$ cat config.mk
export PLATFORM = sky130hd
export DESIGN_NAME = circuit_frame_packer_flat
export DESIGN_NICKNAME = d
export VERILOG_FILES = /design/src/rtl/circuit_frame_packer_if.sv /design/src/rtl/circuit_frame_packer.sv /design/src/flat_wrapper.sv
export SDC_FILE = /design/constraint.sdc
export NUM_CORES = 2
export LEC_CHECK = 0
export ABC_AREA = 1
export ABC_CLOCK_PERIOD_IN_PS = 4900
export CORE_MARGIN = 8
export CORE_UTILIZATION = 50
export CTS_CLUSTER_DIAMETER = 150
export DETAILED_ROUTE_END_ITERATION = 16
export PLACE_DENSITY = 0.72
export REMOVE_ABC_BUFFERS = 1
export SKIP_LAST_GASP = 1
export SYNTH_ARGS = -nofsm -noshare
export SYNTH_HDL_FRONTEND = slang
export SYNTH_SLANG_ARGS = --single-unit
$ cat constraint.sdc
create_clock -name sys_clk -period 4.9 [get_ports sys_clk]
set_input_delay 0.735 -clock sys_clk [delete_from_list [all_inputs] [get_ports sys_clk]]
set_output_delay 0.735 -clock sys_clk [all_outputs]
set_load 0.05 [all_outputs]
$ cat src/rtl/circuit_frame_packer_if.sv
// -----------------------------------------------------------------------------
// circuit_frame_packer_if
// Output stream of the circuit frame packer: a byte stream with ready/valid
// backpressure plus the per-frame sideband (type, length, length strobe).
//
//   frame_data      8   output byte
//   frame_data_vld  1   output byte valid
//   frame_data_rdy  1   downstream ready
//   frame_type      8   frame type, held between frame_len_vld pulses
//   frame_len       16  total frame length, held between frame_len_vld pulses
//   frame_len_vld   1   one-cycle strobe per emitted frame
//
// master = packer (producer), slave = downstream frame mux (consumer).
// -----------------------------------------------------------------------------
interface circuit_frame_packer_if;
   logic [7:0]  frame_data;
   logic        frame_data_vld;
   logic        frame_data_rdy;
   logic [7:0]  frame_type;
   logic [15:0] frame_len;
   logic        frame_len_vld;

   modport master (
      output frame_data, frame_data_vld, frame_type, frame_len, frame_len_vld,
      input  frame_data_rdy
   );

   modport slave (
      input  frame_data, frame_data_vld, frame_type, frame_len, frame_len_vld,
      output frame_data_rdy
   );
endinterface

$ cat src/rtl/circuit_frame_packer.sv
// -----------------------------------------------------------------------------
// circuit_frame_packer
// Buffers channel-tagged circuit payload bytes into a ping-pong bank and, on
// each frame-period sync pulse, swaps banks and emits one framed packet per
// filled channel: sideband strobe, 10-byte header, then DATA_LEN payload bytes.
//
// Ports:
//   sys_clk     in   system clock
//   rst         in   synchronous reset, active-high
//   sync_pulse  in   one-cycle frame-period boundary
//   din         in   payload byte
//   din_vld     in   din valid
//   din_ch      in   channel of din (CH_W bits)
//   fo          if   output stream + frame sideband (master side)
//   busy        out  emission in progress
//   ovf_cnt     out  dropped input bytes, saturating
//   miss_cnt    out  sync pulses seen while busy, saturating
//   frame_cnt   out  frames fully emitted, saturating
// -----------------------------------------------------------------------------
module circuit_frame_packer #(
   parameter int          CH_NUM       = 4,
   parameter int          DATA_LEN     = 48,
   parameter int          HEAD_LEN     = 10,
   parameter logic [7:0]  FRAME_TYPE   = 8'h0D,
   parameter logic [15:0] LINK_ID_BASE = 16'h0001,
   parameter logic [23:0] SRC_ADDR     = 24'hFFFFFF,
   parameter logic [23:0] DST_ADDR     = 24'hFFFFFF,
   parameter bit          PAD_PARTIAL  = 1'b0,
   localparam int         CH_W         = (CH_NUM > 1) ? $clog2(CH_NUM) : 1
) (
   input  logic                 sys_clk,
   input  logic                 rst,
   input  logic                 sync_pulse,
   input  logic [7:0]           din,
   input  logic                 din_vld,
   input  logic [CH_W-1:0]      din_ch,
   circuit_frame_packer_if.master fo,
   output logic                 busy,
   output logic [15:0]          ovf_cnt,
   output logic [15:0]          miss_cnt,
   output logic [15:0]          frame_cnt
);

   localparam int CNT_W      = $clog2(DATA_LEN + 1);
   localparam int TOTAL      = HEAD_LEN + DATA_LEN;
   localparam int BEAT_W     = $clog2(TOTAL + 1);
   localparam int BANK_WORDS = CH_NUM * DATA_LEN;
   localparam int DEPTH      = 2 * BANK_WORDS;
   localparam int AW         = (DEPTH > 1) ? $clog2(DEPTH) : 1;

   localparam logic [CNT_W-1:0]  DLEN_C  = CNT_W'(DATA_LEN);
   localparam logic [BEAT_W-1:0] TOTAL_C = BEAT_W'(TOTAL);
   localparam logic [BEAT_W-1:0] HLEN_C  = BEAT_W'(HEAD_LEN);
   localparam logic [15:0]       FLEN_C  = 16'(TOTAL);
   localparam logic [CH_W-1:0]   CH_LAST = CH_W'(CH_NUM - 1);
   localparam logic [CH_W:0]     CHN_C   = (CH_W + 1)'(CH_NUM);

   typedef enum logic [2:0] {IDLE, SCAN, LEN, HEAD, PAY, NEXT} state_t;

   function automatic logic [15:0] sat_inc(input logic [15:0] v);
      return (v == 16'hFFFF) ? v : v + 16'd1;
   endfunction

   // ---------------------------------------------------------------------------
   // State
   // ---------------------------------------------------------------------------
   state_t            state_q, state_d;
   logic [CH_W-1:0]   ch_q, ch_d;
   logic [BEAT_W-1:0] beat_q, beat_d;     // next beat to load into the output register
   logic [7:0]        data_q, data_d;
   logic              vld_q, vld_d;
   logic [7:0]        ftype_q, ftype_d;
   logic [15:0]       flen_q, flen_d;
   logic [15:0]       miss_q, miss_d;
   logic [15:0]       fcnt_q, fcnt_d;
   logic [15:0]       ovf_q;
   logic              wr_bank_q;
   logic [CNT_W-1:0]  cnt_q [2][CH_NUM];

   logic [7:0]        mem [DEPTH];
   logic [7:0]        rd_data_q;

   logic              busy_w;
   logic              rd_bank;
   logic              swap, clr_wr;
   logic              ch_ok;
   logic [CH_W-1:0]   ch_idx;
   logic [CNT_W-1:0]  wr_cnt;
   logic              wr_full, wr_en, wr_drop;
   logic [AW-1:0]     wr_addr, rd_addr;
   logic [CNT_W-1:0]  rd_cnt;
   int                rd_idx;
   logic              load;
   logic [7:0]        beat_byte;
   logic [15:0]       link_id;
   logic              rdy;

   assign rdy     = fo.frame_data_rdy;
   assign busy_w  = (state_q != IDLE);
   assign rd_bank = ~wr_bank_q;

   // ---------------------------------------------------------------------------
   // Write side: per-channel fill of the write bank, bank swap on sync
   // ---------------------------------------------------------------------------
   assign swap    = sync_pulse && !busy_w;
   // A sync that arrives mid-emission throws this period's data away.
   assign clr_wr  = sync_pulse && busy_w;
   assign ch_ok   = ({1'b0, din_ch} < CHN_C);
   assign ch_idx  = ch_ok ? din_ch : '0;
   assign wr_cnt  = cnt_q[wr_bank_q][ch_idx];
   assign wr_full = (wr_cnt == DLEN_C);
   assign wr_en   = din_vld && ch_ok && !wr_full && !clr_wr;
   assign wr_drop = din_vld && (!ch_ok || wr_full);
   assign wr_addr = AW'(int'(wr_bank_q) * BANK_WORDS + int'(ch_idx) * DATA_LEN + int'(wr_cnt));

   always_ff @(posedge sys_clk) begin
      if (rst) begin
         for (int b = 0; b < 2; b++)
            for (int c = 0; c < CH_NUM; c++)
               cnt_q[b][c] <= '0;
         wr_bank_q <= 1'b0;
         ovf_q     <= '0;
      end else begin
         // A byte in the sync cycle still lands in the outgoing bank.
         if (wr_en)
            cnt_q[wr_bank_q][ch_idx] <= wr_cnt + 1'b1;
         if (swap) begin
            for (int c = 0; c < CH_NUM; c++)
               cnt_q[rd_bank][c] <= '0;
            wr_bank_q <= ~wr_bank_q;
         end
         if (clr_wr)
            for (int c = 0; c < CH_NUM; c++)
               cnt_q[wr_bank_q][c] <= '0;
         if (wr_drop)
            ovf_q <= sat_inc(ovf_q);
      end
   end

   // ---------------------------------------------------------------------------
   // Buffer RAM: addressed from the next beat index so rd_data_q always holds
   // the payload byte for beat_q, letting the output register reload every
   // cycle without a bubble at the header/payload boundary.
   // ---------------------------------------------------------------------------
   always_comb begin
      rd_idx = 0;
      if (beat_d >= HLEN_C && beat_d < TOTAL_C)
         rd_idx = int'(beat_d - HLEN_C);
   end

   assign rd_addr = AW'(int'(rd_bank) * BANK_WORDS + int'(ch_q) * DATA_LEN + rd_idx);
   assign rd_cnt  = cnt_q[rd_bank][ch_q];

   always_ff @(posedge sys_clk) begin
      if (wr_en)
         mem[wr_addr] <= din;
      rd_data_q <= mem[rd_addr];
   end

   // ---------------------------------------------------------------------------
   // Beat source: fixed header layout, then payload (zero beyond fill count)
   // ---------------------------------------------------------------------------
   always_comb begin
      link_id   = LINK_ID_BASE + 16'(ch_q);
      beat_byte = 8'h00;
      case (int'(beat_q))
         0:       beat_byte = link_id[15:8];
         1:       beat_byte = link_id[7:0];
         2:       beat_byte = SRC_ADDR[23:16];
         3:       beat_byte = SRC_ADDR[15:8];
         4:       beat_byte = SRC_ADDR[7:0];
         5:       beat_byte = DST_ADDR[23:16];
         6:       beat_byte = DST_ADDR[15:8];
         7:       beat_byte = DST_ADDR[7:0];
         8:       beat_byte = FLEN_C[15:8];
         9:       beat_byte = FLEN_C[7:0];
         default: beat_byte = ((int'(beat_q) - HEAD_LEN) < int'(rd_cnt)) ? rd_data_q : 8'h00;
      endcase
   end

   // ---------------------------------------------------------------------------
   // Emission FSM + output register
   // ---------------------------------------------------------------------------
   always_comb begin
      state_d = state_q;
      ch_d    = ch_q;
      beat_d  = beat_q;
      data_d  = data_q;
      vld_d   = vld_q;
      ftype_d = ftype_q;
      flen_d  = flen_q;
      miss_d  = miss_q;
      fcnt_d  = fcnt_q;
      load    = 1'b0;

      if (vld_q && rdy)
         vld_d = 1'b0;
      if (clr_wr)
         miss_d = sat_inc(miss_q);

      case (state_q)
         IDLE: begin
            if (sync_pulse) begin
               state_d = SCAN;
               ch_d    = '0;
            end
         end
         SCAN: begin
            if (rd_cnt == DLEN_C || (PAD_PARTIAL && rd_cnt != '0)) begin
               state_d = LEN;
               beat_d  = '0;
               // Sideband changes together with the LEN strobe.
               ftype_d = FRAME_TYPE;
               flen_d  = FLEN_C;
            end else begin
               state_d = NEXT;
            end
         end
         LEN: begin
            // Output register is empty here: the previous frame fully drained.
            load    = 1'b1;
            state_d = HEAD;
         end
         HEAD: begin
            if (!vld_q || rdy)
               load = 1'b1;
            if (load && beat_q == HLEN_C - 1'b1)
               state_d = PAY;
         end
         PAY: begin
            if (beat_q != TOTAL_C) begin
               if (!vld_q || rdy)
                  load = 1'b1;
            end else if (vld_q && rdy) begin
               fcnt_d  = sat_inc(fcnt_q);
               state_d = NEXT;
            end
         end
         NEXT: begin
            if (ch_q == CH_LAST) begin
               state_d = IDLE;
            end else begin
               ch_d    = ch_q + 1'b1;
               state_d = SCAN;
            end
         end
         default: state_d = IDLE;
      endcase

      if (load) begin
         data_d = beat_byte;
         vld_d  = 1'b1;
         beat_d = beat_q + 1'b1;
      end
   end

   always_ff @(posedge sys_clk) begin
      if (rst) begin
         state_q <= IDLE;
         ch_q    <= '0;
         beat_q  <= '0;
         data_q  <= '0;
         vld_q   <= 1'b0;
         ftype_q <= '0;
         flen_q  <= '0;
         miss_q  <= '0;
         fcnt_q  <= '0;
      end else begin
         state_q <= state_d;
         ch_q    <= ch_d;
         beat_q  <= beat_d;
         data_q  <= data_d;
         vld_q   <= vld_d;
         ftype_q <= ftype_d;
         flen_q  <= flen_d;
         miss_q  <= miss_d;
         fcnt_q  <= fcnt_d;
      end
   end

   assign fo.frame_data     = data_q;
   assign fo.frame_data_vld = vld_q;
   assign fo.frame_type     = ftype_q;
   assign fo.frame_len      = flen_q;
   assign fo.frame_len_vld  = (state_q == LEN);
   assign busy              = busy_w;
   assign ovf_cnt           = ovf_q;
   assign miss_cnt          = miss_q;
   assign frame_cnt         = fcnt_q;

endmodule

$ cat src/flat_wrapper.sv
// flat-port wrapper written by rule: the top's interface ports become plain ports
module circuit_frame_packer_flat 
#(
   parameter int          CH_NUM       = 4,
   parameter int          DATA_LEN     = 48,
   parameter int          HEAD_LEN     = 10,
   parameter logic [7:0]  FRAME_TYPE   = 8'h0D,
   parameter logic [15:0] LINK_ID_BASE = 16'h0001,
   parameter logic [23:0] SRC_ADDR     = 24'hFFFFFF,
   parameter logic [23:0] DST_ADDR     = 24'hFFFFFF,
   parameter bit          PAD_PARTIAL  = 1'b0,
   localparam int         CH_W         = (CH_NUM > 1) ? $clog2(CH_NUM) : 1
)
  (sys_clk, rst, sync_pulse, din, din_vld, din_ch, busy, ovf_cnt, miss_cnt, frame_cnt, fo_frame_data, fo_frame_data_vld, fo_frame_type, fo_frame_len, fo_frame_len_vld, fo_frame_data_rdy);
  circuit_frame_packer_if fo_i ();
  input  logic sys_clk;
  input  logic rst;
  input  logic sync_pulse;
  input  logic [7:0] din;
  input  logic din_vld;
  input  logic [CH_W-1:0] din_ch;
  output logic busy;
  output logic [15:0] ovf_cnt;
  output logic [15:0] miss_cnt;
  output logic [15:0] frame_cnt;
  output wire logic [$bits(fo_i.frame_data)-1:0] fo_frame_data;
  output wire logic [$bits(fo_i.frame_data_vld)-1:0] fo_frame_data_vld;
  output wire logic [$bits(fo_i.frame_type)-1:0] fo_frame_type;
  output wire logic [$bits(fo_i.frame_len)-1:0] fo_frame_len;
  output wire logic [$bits(fo_i.frame_len_vld)-1:0] fo_frame_len_vld;
  input wire logic [$bits(fo_i.frame_data_rdy)-1:0] fo_frame_data_rdy;
  assign fo_frame_data = fo_i.frame_data;
  assign fo_frame_data_vld = fo_i.frame_data_vld;
  assign fo_frame_type = fo_i.frame_type;
  assign fo_frame_len = fo_i.frame_len;
  assign fo_frame_len_vld = fo_i.frame_len_vld;
  assign fo_i.frame_data_rdy = fo_frame_data_rdy;
  circuit_frame_packer #(.CH_NUM(CH_NUM), .DATA_LEN(DATA_LEN), .HEAD_LEN(HEAD_LEN), .FRAME_TYPE(FRAME_TYPE), .LINK_ID_BASE(LINK_ID_BASE), .SRC_ADDR(SRC_ADDR), .DST_ADDR(DST_ADDR), .PAD_PARTIAL(PAD_PARTIAL)) u_core (.sys_clk(sys_clk), .rst(rst), .sync_pulse(sync_pulse), .din(din), .din_vld(din_vld), .din_ch(din_ch), .fo(fo_i), .busy(busy), .ovf_cnt(ovf_cnt), .miss_cnt(miss_cnt), .frame_cnt(frame_cnt));
endmodule
==> flow_summary_export.csv <==
group,metric,value,unit
run_status,outcome,"finished clean",
final_layout,stdcell_count,17200,
sta,finalCritPeriodShare,98.8,%
floorplanning,dieArea,298000,um2
placement,placed_cells,16500,
floorplanning,die_y,546,um
grt,overflow,0,
drt,drc,0,
placement,gp_congestion,0.925,
drt,via_count,100000,
sta,max-slew-margin-rel,35.0,%
clocking,clk_pin_slew_worst_paths,0.06,ns
grt,grt.total_usage,25.7,%
grt,grt_max_degree,127,
final_layout,drive_above_1_share,13.7,%
drt,wl_met3,40700,um
synthesis,synthTopCellsByCount,"edfxtp_1, nand3_1, nand2_1",
floorplanning,row_count,194,
grt,antenna_found_initial,11,
floorplanning,io_pins,98,
synthesis,yosysTopAreaCellShare,65.8,%
synthesis,ys_seq_area_share,67.6,%
placement,dp_hpwl,238000,um
final_layout,multi_input_area,35400,um2
sta,slew_viol_final,0,
clocking,cts_tree,"yes",
synthesis,yosysTopAreaCell,"edfxtp_1",
placement,io_buffers,80,
sta,fin_crit,4.84,ns
drt,wl_met2,186000,um
worst_setup_path,cp.required,5.73,ns
worst_setup_path,crit_type,"reg2reg",
drt,drt-initial-drc-count,13800,
sta,clock_skew,0.0516,ns
worst_setup_path,worstPathMaxFanout,28,
grt,grt_pass1_vias,96000,
worst_setup_path,slowest_delay,0.38,ns
worst_setup_path,cpMostUsedCell,"nand3_1",
final_layout,final_nets,13200,
synthesis,synth.distinct_cells,56,
synthesis,synth_area,140000,um2
worst_setup_path,slowest_stage,"dfxtp_4",
pwr,p_leak,61.3,nW
final_layout,post-route-util,58.4,%
final_layout,ff_latch_area,94800,um2
synthesis,synth_area_leaders,"edfxtp_1, nand3_1, nand2_1",
clocking,clock-sinks,3199,
grt,grt_pass1_wl,596000,um
hold_path,hp-class,"in2reg",
pwr,power,60.5,mW
worst_setup_path,endpoint_kind,"register",
synthesis,async_reset_ff_share,0,%
drt,m1WireLength,153000,um
clocking,clock_tree.buffer_depth,4,
worst_setup_path,worstPathArrival,5.67,ns
sta,hold_violations,0,
final_layout,fillers,21900,
synthesis,ys_ff_latch,3199,
synthesis,synth.most_common_cell,"edfxtp_1",
synthesis,synth_ff_type,"edfxtp_1",
worst_setup_path,cp-start-kind,"register",
synthesis,synthCells,12600,
drt,vias_per_cell,5.85,
synthesis,yosysWarningCount,0,
sta,finalSetupTns,0,ns
pwr,power.density,371,nW/um2
clocking,cts-root-buf,"clkbuf_16",
worst_setup_path,rrSetupSlack,0.06,ns
sta,fmax,0.206,GHz
final_layout,area_delta_synth_final,16.2,%
drt,ant_nets,0,
floorplanning,die_x,546,um
sta,holdWs,0.297,ns
drt,wl_per_cell,23.3,um
drt,routed_wl,400000,um
clocking,cts_buffers,326,
sta,tightest_slew,0.975,ns
floorplanning,design.core.area,279000,um2
synthesis,avgSynthCellArea,11.1,um2
sta,setup_violations,0,
drt,drt-pass1-iter-count,6,
drt,top_layer,"met5",
clocking,clkLatencyLatePin,0.88,ns
synthesis,synth_edf_count,3072,
pwr,ir_worst_vdd,0.399,mV
job,max_cap_violations,0,
floorplanning,initial_utilization,50.2,%
clocking,htree_levels,5,
==> layout by cell type, fill, tap and decap left out, types with 10 or more instances in the layout <==
master	count
nor3_1	29
clkbuf_8	11
nand2_1	1655
nor2_1	623
nand4_1	627
clkbuf_16	328
o21ai_0	179
or2_2	261
nand3_1	2247
inv_1	1626
buf_12	220
edfxtp_1	3072
dfxtp_1	126
conb_1	17
o211ai_1	584
or2_1	332
nand3_2	24
buf_4	810
clkbuf_1	68
ha_1	34
clkinv_1	66
o21ai_1	50
nand2_2	10
bufinv_16	27
clkinv_2	45
clkdlybuf4s50_1	72
a21oi_1	119
==> timing repair <==
item / CTS / global route
resized for setup: 30 / 29
pin swaps: 3 / 5
setup buffers: 5 / 12
gates cloned: 0 / 2
hold buffers: 0 / 0
setup endpoints to repair: 8 / 8
==> cells by family (layout without fill, tap and decap cells) <==
kind of cell / count (synthesis) / count (layout) / synth area share [%]
AOI/OAI and AO/OA: 961 / 961 / 4.53
xor gates and xnor gates: 13 / 13 / 0.0865
adders and majority gates: 41 / 41 / 0.387
buffers and inverters: 2559 / 3345 / 7.41
DFF: 3199 / 3199 / 67.6
other: 1 / 23 / 0.00267
and+or+nand+nor: 5844 / 5844 / 20.0
==> critical path, delay by kind of cell (launching register included) <==
family                     cells  cell delay (ns)
DFF                            1             0.38
and+or+nand+nor               21             2.88
buffers and inverters          7             1.20
AOI/OAI and AO/OA              1             0.13
adders and majority gates      1             0.17
==> stage by stage <==
stage	setup slack [ns]	cell area [um2]
CTS	-0.0185	163000
finish	0.0567	163000
floorplan	-29.43	136000
global placement	-0.407	152000
global route	-0.0228	163000
detailed placement	-0.370	152000
==> power by group <==
group | switching, mW | internal, mW | leakage [nW]
Combinational | 4.16 | 1.54 | 27.7
Sequential | 0.245 | 30.2 | 28.6
Clock | 10.5 | 13.9 | 5.03
Total | 14.9 | 45.7 | 61.3
==> routing by layer <==
layer	up-vias	track usage, %
li1	45200	-
met2	5541	41.2
met3	1034	4.63
met1	48500	34.6
met5	-	0
met4	10	11.3
==> flip-flops by register name (all words and copies together), names as in the netlist, named ones only <==
signal,flops
u_core.cnt_q,48
u_core.ovf_cnt,16
u_core.fo.frame_data_vld,1
u_core.ch_q,2
u_core.fo.frame_type,1
u_core.frame_cnt,16
u_core.rd_data_q,8
u_core.fo.frame_data,8
u_core.mem,3072
u_core.state_q,3
u_core.miss_cnt,16
u_core.beat_q,6
u_core.wr_bank_q,1
==> final timing paths <==
| check | start | end | cells after the start |
|---|---|---|---|
| setup / recovery | u_core.wr_bank_q | u_core.rd_data_q[1] | 30 |
| hold / removal | din[2] | u_core.mem[269][2] | 1 |
| setup reg to reg | u_core.wr_bank_q | u_core.rd_data_q[1] | 30 |
| hold reg to reg | u_core.cnt_q[0][14] | u_core.cnt_q[0][14] | 2 |
==> area by class of cell <==
type	instances	area share, %
well taps	3724	2.86
clock buffers	406	5.26
repair buffers	1125	7.11
multi-input cells	6876	21.7
clock inverters	171	1.07
flip-flops and latches	3199	58.2
inverters	1643	3.82
diodes	6	0.00921
Power figures use the tool's default switching activity.
